`src/rtl/jtdd_pkg.sv`:
```
// Shared Double Dragon ROM-download layout: region offsets in the download
// stream, SDRAM word destinations and byte-lane mask encodings.
package jtdd_pkg;

    // Byte offsets of each region in the ioctl download stream
    localparam logic [21:0] JTDD_CHAR_START = 22'h5_0000;
    localparam logic [21:0] JTDD_SCR_START  = 22'h5_8000;
    localparam logic [21:0] JTDD_OBJ_START  = 22'h9_8000;
    localparam logic [21:0] JTDD_PROM_START = 22'h11_8000;

    // SDRAM word destinations of the interleaved regions
    localparam logic [21:0] JTDD_SCR_ADDR   = 22'h4_0000;
    localparam logic [21:0] JTDD_OBJ_ADDR   = 22'h8_0000;

    // Cycles dwnld_busy is stretched after the last SDRAM write
    localparam int          JTDD_TAIL       = 16;

    // Active-low byte-lane enables for a 16-bit SDRAM word
    localparam logic [1:0]  MASK_LOW  = 2'b10;
    localparam logic [1:0]  MASK_HIGH = 2'b01;
    localparam logic [1:0]  MASK_NONE = 2'b11;

    typedef enum logic [2:0] {
        REG_LINEAR,
        REG_CHAR,
        REG_SCR,
        REG_OBJ,
        REG_PROM
    } region_t;

    typedef struct packed {
        logic [21:0] addr;
        logic [7:0]  data;
        logic [1:0]  mask;
    } prog_entry_t;

    // Byte-lane mask for a byte landing in the high or low half of a word
    function automatic logic [1:0] lane_mask(input logic high);
        return high ? MASK_HIGH : MASK_LOW;
    endfunction

endpackage

```
`src/rtl/jtdd_wrfifo.sv`:
```
// Two-entry write buffer between the download decoder and the SDRAM port.
// Push and pop may happen together at any occupancy, including full.
module jtdd_wrfifo #(
    parameter int WIDTH = 32
) (
    input  logic             clk,
    input  logic             rst,
    input  logic             push,
    input  logic             pop,
    input  logic [WIDTH-1:0] din,
    output logic [WIDTH-1:0] dout,
    output logic             full,
    output logic             empty
);

    logic [WIDTH-1:0] mem [2];
    logic             wr_ptr;
    logic             rd_ptr;
    logic [1:0]       count;
    logic             do_push;
    logic             do_pop;

    // A pop frees the head slot, so a simultaneous push into a full FIFO fits
    assign do_pop  = pop & (count != 2'd0);
    assign do_push = push & ((count != 2'd2) | do_pop);

    // Entry storage
    // NOTE: storage is deliberately not reset; count decides what is valid.
    always_ff @(posedge clk) begin
        if (do_push) mem[wr_ptr] <= din;
    end

    // Pointers and occupancy; rst flushes every pending entry
    // NOTE: sequential state uses non-blocking assignments only.
    always_ff @(posedge clk) begin
        if (rst) begin
            wr_ptr <= 1'b0;
            rd_ptr <= 1'b0;
            count  <= 2'd0;
        end else begin
            if (do_push) wr_ptr <= ~wr_ptr;
            if (do_pop)  rd_ptr <= ~rd_ptr;
            count <= count + {1'b0, do_push} - {1'b0, do_pop};
        end
    end

    assign dout  = mem[rd_ptr];
    assign full  = (count == 2'd2);
    assign empty = (count == 2'd0);

endmodule

```
`src/rtl/jtdd_prom_we.sv`:
```
// Maps the byte-wide ROM download stream onto 16-bit SDRAM words, diverts
// the priority PROM bytes to a dedicated write strobe and tracks busy/error.
module jtdd_prom_we
    import jtdd_pkg::*;
#(
    parameter logic [21:0] CHAR_START = JTDD_CHAR_START,
    parameter logic [21:0] SCR_START  = JTDD_SCR_START,
    parameter logic [21:0] OBJ_START  = JTDD_OBJ_START,
    parameter logic [21:0] PROM_START = JTDD_PROM_START,
    parameter logic [21:0] SCR_ADDR   = JTDD_SCR_ADDR,
    parameter logic [21:0] OBJ_ADDR   = JTDD_OBJ_ADDR,
    parameter int          TAIL       = JTDD_TAIL      // must be >= 1
) (
    input  logic        clk,
    input  logic        rst,
    input  logic        downloading,
    input  logic [21:0] ioctl_addr,
    input  logic [7:0]  ioctl_data,
    input  logic        ioctl_wr,
    output logic [21:0] prog_addr,
    output logic [7:0]  prog_data,
    output logic [1:0]  prog_mask,
    output logic        prog_we,
    input  logic        sdram_ack,
    output logic        prom_prio_we,
    output logic        dwnld_busy,
    output logic        dwnld_err
);

    localparam int TAIL_W = $clog2(TAIL + 1);

    region_t            region;
    logic [21:0]        base;
    logic [21:0]        off;
    prog_entry_t        entry;
    prog_entry_t        head;
    logic               accept;
    logic               sdram_req;
    logic               prom_req;
    logic               pop;
    logic               fifo_full;
    logic               fifo_empty;
    logic               prom_we_q;
    logic [7:0]         prom_addr_q;
    logic [7:0]         prom_data_q;
    logic               err_q;
    logic [TAIL_W-1:0]  tail_cnt;

    assign accept = downloading & ioctl_wr;

    // Region decode and address/lane mapping of the incoming byte
    // NOTE: every variable gets a default first so no latch is inferred.
    always_comb begin
        region    = REG_LINEAR;
        base      = '0;
        entry     = '{addr: '0, data: ioctl_data, mask: MASK_NONE};
        sdram_req = 1'b0;
        prom_req  = 1'b0;

        if (ioctl_addr >= PROM_START) begin
            region = REG_PROM;
            base   = PROM_START;
        end else if (ioctl_addr >= OBJ_START) begin
            region = REG_OBJ;
            base   = OBJ_START;
        end else if (ioctl_addr >= SCR_START) begin
            region = REG_SCR;
            base   = SCR_START;
        end else if (ioctl_addr >= CHAR_START) begin
            region = REG_CHAR;
        end
        off = ioctl_addr - base;

        case (region)
            REG_LINEAR, REG_CHAR: begin
                entry.addr = {1'b0, ioctl_addr[21:1]};
                entry.mask = lane_mask(ioctl_addr[0]);
                sdram_req  = accept;
            end
            REG_SCR: begin
                // First 128 kB fill the low bytes, second 128 kB the high bytes
                entry.addr = SCR_ADDR + {5'd0, off[16:0]};
                entry.mask = lane_mask(off[17]);
                sdram_req  = accept;
            end
            REG_OBJ: begin
                entry.addr = OBJ_ADDR + {4'd0, off[17:0]};
                entry.mask = lane_mask(off[18]);
                sdram_req  = accept;
            end
            REG_PROM: begin
                // Only the 256 PROM bytes are kept; anything beyond is dropped
                prom_req = accept & (off[21:8] == 14'd0);
            end
            default: ;
        endcase
    end

    // The head is consumed only while it is actually being presented
    assign pop = prog_we & sdram_ack;

    jtdd_wrfifo #(
        .WIDTH ($bits(prog_entry_t))
    ) u_wrfifo (
        .clk   (clk),
        .rst   (rst),
        .push  (sdram_req),
        .pop   (pop),
        .din   (entry),
        .dout  (head),
        .full  (fifo_full),
        .empty (fifo_empty)
    );

    // One-cycle PROM write strobe with its captured address and byte
    always_ff @(posedge clk) begin
        if (rst) begin
            prom_we_q   <= 1'b0;
            prom_addr_q <= 8'd0;
            prom_data_q <= 8'd0;
        end else begin
            prom_we_q <= prom_req;
            if (prom_req) begin
                prom_addr_q <= off[7:0];
                prom_data_q <= ioctl_data;
            end
        end
    end

    // Sticky overflow: a byte arrived with the buffer full and nothing leaving
    always_ff @(posedge clk) begin
        if (rst)                                 err_q <= 1'b0;
        else if (sdram_req & fifo_full & ~pop)   err_q <= 1'b1;
    end

    // Busy tail: held at TAIL while activity lasts, then counts down to zero
    always_ff @(posedge clk) begin
        if (rst)                              tail_cnt <= '0;
        else if (downloading | ~fifo_empty)   tail_cnt <= TAIL_W'(TAIL);
        else if (tail_cnt != '0)              tail_cnt <= tail_cnt - 1'b1;
    end

    // SDRAM port shows the FIFO head except during a PROM strobe cycle
    always_comb begin
        prog_addr = '0;
        prog_data = '0;
        prog_mask = MASK_NONE;
        if (prom_we_q) begin
            prog_addr = {14'd0, prom_addr_q};
            prog_data = prom_data_q;
        end else if (!fifo_empty) begin
            prog_addr = head.addr;
            prog_data = head.data;
            prog_mask = head.mask;
        end
    end

    assign prog_we      = ~fifo_empty & ~prom_we_q;
    assign prom_prio_we = prom_we_q;
    assign dwnld_err    = err_q;
    assign dwnld_busy   = downloading | ~fifo_empty | (tail_cnt != '0);

endmodule
```
`config.mk`:
```
export PLATFORM = sky130hd
export DESIGN_NAME = jtdd_prom_we
export DESIGN_NICKNAME = d
export VERILOG_FILES = /design/src/rtl/jtdd_pkg.sv /design/src/rtl/jtdd_wrfifo.sv /design/src/rtl/jtdd_prom_we.sv
export SDC_FILE = /design/constraint.sdc
export NUM_CORES = 1
export LEC_CHECK = 0
export CAP_MARGIN = 25
export CORE_MARGIN = 4
export CORE_UTILIZATION = 35
export DETAILED_ROUTE_END_ITERATION = 6
export PLACE_DENSITY = 0.64
export SYNTH_ARGS = -nofsm -noshare
export SYNTH_HDL_FRONTEND = slang
export SYNTH_SLANG_ARGS = --single-unit
```
`constraint.sdc`:
```
create_clock -name clk -period 6.2 [get_ports clk]
set_input_delay 1.24 -clock clk [delete_from_list [all_inputs] [get_ports clk]]
set_output_delay 1.24 -clock clk [all_outputs]
set_load 0.05 [all_outputs]
```
**After elaboration in Yosys (flattened, before gate mapping)**

Memories as Yosys holds them, arrays and structs flattened. A register that Yosys moved wholly into a read port is not among the register bits.
Cells that the tools add are included.

- Flip-flop bits (word level): 27
- RAM bits: 62
- Input bits: 35
- Output and inout bits: 36
- Word-level logic and storage cells: 77
- Memories kept: 1

Memories:

| memory | words | width | read ports | clocked after memory_dff | write ports | line | source |
|---|---|---|---|---|---|---|---|
| u_wrfifo.mem | 2 | 31 | 1 | 1 | 1 | jtdd_wrfifo.sv:16 | `logic [WIDTH-1:0] mem [2];` |

- Add/sub/neg operators: 6
- Magnitude comparators: 4
- Eq/ne operators: 6
- Multiplexer cells: 26
- Bitwise gates (word level): 16
- Reductions and logical operators: 9

Operator list:

| cell | number |
|---|---|
| $pmux W21 S3 | 1 |
| $ge A22 B19 Y1 const B | 2 |
| $mux W22 | 2 |
| $ge A22 B20 Y1 const B | 1 |
| $ge A22 B21 Y1 const B | 1 |
| $sub A22 B22 Y22 | 1 |
| $add A20 B18 Y21 const A | 1 |
| $mux W21 | 1 |
| $add A19 B17 Y20 const A | 1 |
| $mux W20 | 1 |
| $mux W19 | 1 |
| $mux W8 | 2 |
| $logic_not A14 Y1 | 1 |
| $mux W2 | 7 |
| $mux W5 | 2 |
| $and A1 B1 Y1 | 8 |
| $mux W1 | 7 |
| $eq A3 B2 Y1 const B | 2 |
| $pmux W2 S3 | 1 |
| $not A1 Y1 | 5 |
| $reduce_bool A5 Y1 | 1 |
| $sub A5 B1 Y5 const B | 1 |
| $reduce_bool A2 Y1 | 2 |
| $reduce_or A2 Y1 | 2 |
| 11 further kinds | 13 |

**Depth between registers and ports, before layout**

- Depth in word-level cells: 11
- Depth in mapped cells: 15
- Depth with buffers taken out: 12

**By module**

Synthesis repeated with hierarchy kept, for this count alone.

- Cell total of the unflattened synthesis: 403
- Area, all modules: 4591.9 µm²

Modules (own cells, without submodules):

| module | times used | cells each | area an instance (µm²) | seq. area each (µm²) |
|---|---|---|---|---|
| jtdd_wrfifo | 1 | 132 | 2572.5 | 2021.9 |
| jtdd_prom_we | 1 | 271 | 2019.4 | 460.4 |

**Worst setup path before layout**

OpenSTA, ideal clock, no wires.

- Path kind: input port to flip-flop
- From: input ioctl_addr[17]
- To: memory u_wrfifo.mem[0][0] in the netlist's numbering (enable)
- Arrival: 5122 ps
- Slack: 581 ps
- Stages on the path: 5
- Buffers on the path: 2
- Path through: buf_6 > a211o_1 > o31a_1 > clkbuf_1 > nor4_1

- Cells in the longest elaborated chain, start to end: 11

RTL lines:

| element | line | source |
|---|---|---|
| from (decl) | jtdd_prom_we.sv:17 | `input logic [21:0] ioctl_addr,` |
| $ge A22 B19 Y1 | jtdd_prom_we.sv:69 | `end else if (ioctl_addr >= CHAR_START) begin` |
| $mux W1 | jtdd_prom_we.sv:69 |  |
| $mux W2 | jtdd_prom_we.sv:66 | `end else if (ioctl_addr >= SCR_START) begin` |
| $mux W2 | jtdd_prom_we.sv:63 | `end else if (ioctl_addr >= OBJ_START) begin` |
| $mux W3 (*) | jtdd_prom_we.sv:60 | `if (ioctl_addr >= PROM_START) begin` |
| $eq A3 B2 Y1 (tied with other cells) | jtdd_prom_we.sv:74 | `case (region)` |
| $reduce_or A4 Y1 (no source line) (*) | n/a |  |
| $mux W1 (*) | jtdd_prom_we.sv:74 |  |
| $and A1 B1 Y1 (*) | jtdd_wrfifo.sv:25 | `assign do_push = push & ((count != 2'd2) \| do_pop);` |
| $mux W1 (*) | jtdd_wrfifo.sv:30 | `if (do_push) mem[wr_ptr] <= din;` |
| $mux W1 (not written as such) (*) | jtdd_wrfifo.sv:30 |  |
| to (decl) | jtdd_wrfifo.sv:16 |  |

Mark *: on every way between the ends. The rest lies on a longest branch, timed or not.

**Worst setup path in the final report**

- From: input ioctl_addr[17]
- To: register prom_addr_q[3]

- Cells in the longest elaborated chain, start to end: 8

RTL lines:

| element | line | source |
|---|---|---|
| $ge A22 B19 Y1 | jtdd_prom_we.sv:66 |  |
| $mux W19 | jtdd_prom_we.sv:66 |  |
| $mux W20 | jtdd_prom_we.sv:63 |  |
| $mux W21 | jtdd_prom_we.sv:60 |  |
| $sub A22 B22 Y22 | jtdd_prom_we.sv:72 | `off = ioctl_addr - base;` |
| $logic_not A14 Y1 | jtdd_prom_we.sv:93 | `prom_req = accept & (off[21:8] == 14'd0);` |
| $and A1 B1 Y1 | jtdd_prom_we.sv:93 |  |
| $mux W1 | jtdd_prom_we.sv:74 |  |
| to (signal assigned) | jtdd_prom_we.sv:124 | `prom_addr_q <= off[7:0];` |
| to (decl) | jtdd_prom_we.sv:44 | `logic [7:0] prom_addr_q;` |

Parallel ways exist; a longest one is shown, timed or not.
A chain may end at the register's enable or synchronous reset.

==> flow_metrics.tcl <==
set metrics [dict create \
    drive_above_1_share 0.0728 \
    min_period_over_period 0.812 \
    post_drt_wl_per_cell_um 15.3 \
    async_flop_share 0 \
    setup_viol 0 \
    crit_path_top_delay_cell "clkdlybuf4s50_1" \
    finalSetupTns_ns 0 \
    clkLatencyLatePin_ns 0.33 \
    fp.dieW_um 121 \
    ctsRootBufferMaster "clkbuf_16" \
    crit_buf_inv 5 \
    rows 40 \
    cts_tree "done" \
    clock-sinks 90 \
    drt-pass1-iter-count 4 \
    worstPathRequired_ns 6.45 \
    grt_first_pass_wirelength_um 16200 \
    clock_skew_ns 0.00291 \
    htree_levels 3 \
    power_density_nw_per_um2 382 \
    grt_overflow 0 \
    ys.flop_type "edfxtp_1" \
    mostFrequentLayoutCells "clkdlybuf4s50_1, edfxtp_1, nand2_1" \
    leakage_uw 0.00191 \
    antenna_left 0 \
    ys.warnings.count 0 \
    max_freq_mhz 199 \
    rsz0062_at_grt "false" \
    post_cts_resized 0 \
    cts_setup_buffers 0 \
    grt_antenna_before_repair 0 \
    dp_hpwl_um 6860 \
    yosys.cell_types.count 51 \
    hold_viol 0 \
    numPortBuffers 69 \
    rrSetupSlack_ns 3.37 \
    worstSetupPathType "primary input to flop" \
    syn_area_um2 4440 \
    globalplace.congestion 0.849 \
    dieArea_um2 14600 \
    holdWs_ns 0.469 \
    slew_headroom 0.401 \
    ys_ff_latch 90 \
    totalWireLength_um 9920 \
    core_um2 12200 \
    avgSynthCellArea_um2 10.9 \
    start_util 0.364 \
    cpLargestDelayFamily "buffers and inverters" \
    status "finished clean" \
    drtIter0Drc 230 \
    grt_pass1_vias 3161 \
    antenna_cells 0 \
    tightest_slew_ns 0.898 \
    period_needed_ns 5.03 \
    max_stage_delay_ns 0.70 \
    final_common_cell "clkdlybuf4s50_1" \
    max-cap-violations 0 \
    hold_buffers 0 \
    path_common_cell "buf_4" \
    grt_start_max_net_pins 42 \
    synthCells 409 \
    endpoint_kind "flop" \
    route.detailed.drc 0 \
    vias_per_cell 4.81 \
    crit_arrival_ns 5.29 \
    clk_pin_slew_worst_paths_ns 0.06 \
    startpoint_type "primary input" \
    fill_cells 1175 \
    die_h_um 121 \
    grt_usage 0.140 \
    ctsLongestPathBuffers 2 \
    crit_chain "clkdlybuf4s50_1 > a21oi_1 > nor2b_1 > nor3_2 > buf_4 > inv_2 > ha_1 > inv_1 > fa_1 > o21ai_0 > a211o_1 > o2111ai_1 > a2111oi_4 > buf_4 > mux2i_1" \
    slew_viol_final 0 \
    cts-buffers-inserted 9 \
    ir_drop_mv 0.142 \
    io_pins 71 \
    nNetsFinal 521 \
    yosysSeqAreaShare 0.545 \
    hold_path.class "flop to flop" \
    synth-edff-count 62 \
    crit_path_max_fanout 20 \
    syn2layout_area_growth_pct 26.7 \
    via_count 3121 \
]
[cell type report]
class | instances | area (um^2) | share of cell area
flip-flops and latches | 90 | 2420 | 0.430
well taps | 168 | 210 | 0.0373
repair buffers | 75 | 768 | 0.136
multi-input cells | 287 | 1880 | 0.335
clock inverters | 6 | 56.3 | 0.0100
clock buffers | 10 | 239 | 0.0424
inverters | 13 | 48.8 | 0.00867
[cell families after synthesis]
family | synth area share
buffers and inverters | 0.0338
other | 0.000844
and+or+nand+nor | 0.181
DFF | 0.545
xor gates and xnor gates | 0.0177
AOI/OAI and AO/OA | 0.0859
muxes | 0.106
adders and majority gates | 0.0299
[tightest hold or removal path: stages, from the launching register on]
cell	delay [ns]
dfxtp_1	0.31
nand2b_1	0.06
mux2i_1	0.05
[through the flow]
step | utilization | worst slack (ns) | instance area [um^2] | std cells | total power (uW)
2_1_floorplan | - | 0.581 | 4450 | 411 | 1350
3_3_place_gp | 0.433 | 1.10 | 5290 | 631 | 1620
3_5_place_dp | 0.433 | 0.883 | 5290 | 631 | 1630
4_1_cts | 0.457 | 1.23 | 5580 | 647 | 2170
5_1_grt | 0.461 | 0.929 | 5630 | 649 | 2260
6_report | 0.461 | 1.17 | 5630 | 649 | 2150
[power breakdown]
group	total [uW]	internal, uW	switching [uW]
Sequential	705	675	30.2
Combinational	910	322	589
Clock	534	320	215
Total	2150	1320	834
[synth_stat cells (2+ instances only)]
cell type | n | share of area
nand2_1 | 57 | 0.048
nor3_1 | 7 | 0.0079
nor2b_1 | 4 | 0.0056
a21oi_1 | 25 | 0.028
nand3b_1 | 2 | 0.0034
a211o_1 | 2 | 0.0039
nor4_1 | 2 | 0.0028
ha_1 | 9 | 0.025
clkbuf_1 | 17 | 0.014
mux2i_1 | 47 | 0.11
dfxtp_1 | 28 | 0.13
and2_1 | 2 | 0.0028
edfxtp_1 | 62 | 0.42
and3_1 | 2 | 0.0028
inv_1 | 12 | 0.010
nand2b_1 | 37 | 0.052
nor2_1 | 32 | 0.027
xnor2_1 | 8 | 0.016
a211oi_1 | 3 | 0.0051
or2_2 | 3 | 0.0042
o21ai_0 | 17 | 0.019
nand3_1 | 2 | 0.0023
[final timing paths]
kind,depth (start not counted),startpoint,end
setup / recovery,15,ioctl_addr[17],prom_addr_q[3]
hold / removal,2,prom_addr_q[5],prom_addr_q[5]
setup reg to reg,5,prom_prio_we,u_wrfifo.mem[1][18]
hold reg to reg,2,prom_addr_q[5],prom_addr_q[5]
[registers in the layout (all words and copies together), names as in the netlist, named ones only]
signal	count
tail_cnt	5
dwnld_err	1
u_wrfifo.count	2
u_wrfifo.mem	62
prom_addr_q	8
u_wrfifo.rd_ptr	1
prom_data_q	8
u_wrfifo.wr_ptr	1
prom_prio_we	1
[per-layer routing]
metal | wire (um) | vias to the layer above | global-route usage | share of wire
met3 | 448 | 10 | 0.0243 | 0.045
met2 | 4760 | 89 | 0.231 | 0.48
met4 | 129 | 0 | 0.0467 | 0.013
li1 | - | 1559 | - | -
met1 | 4580 | 1463 | 0.186 | 0.46
met5 | 0 | - | 0 | 0
(Power assumes the default switching activity.)
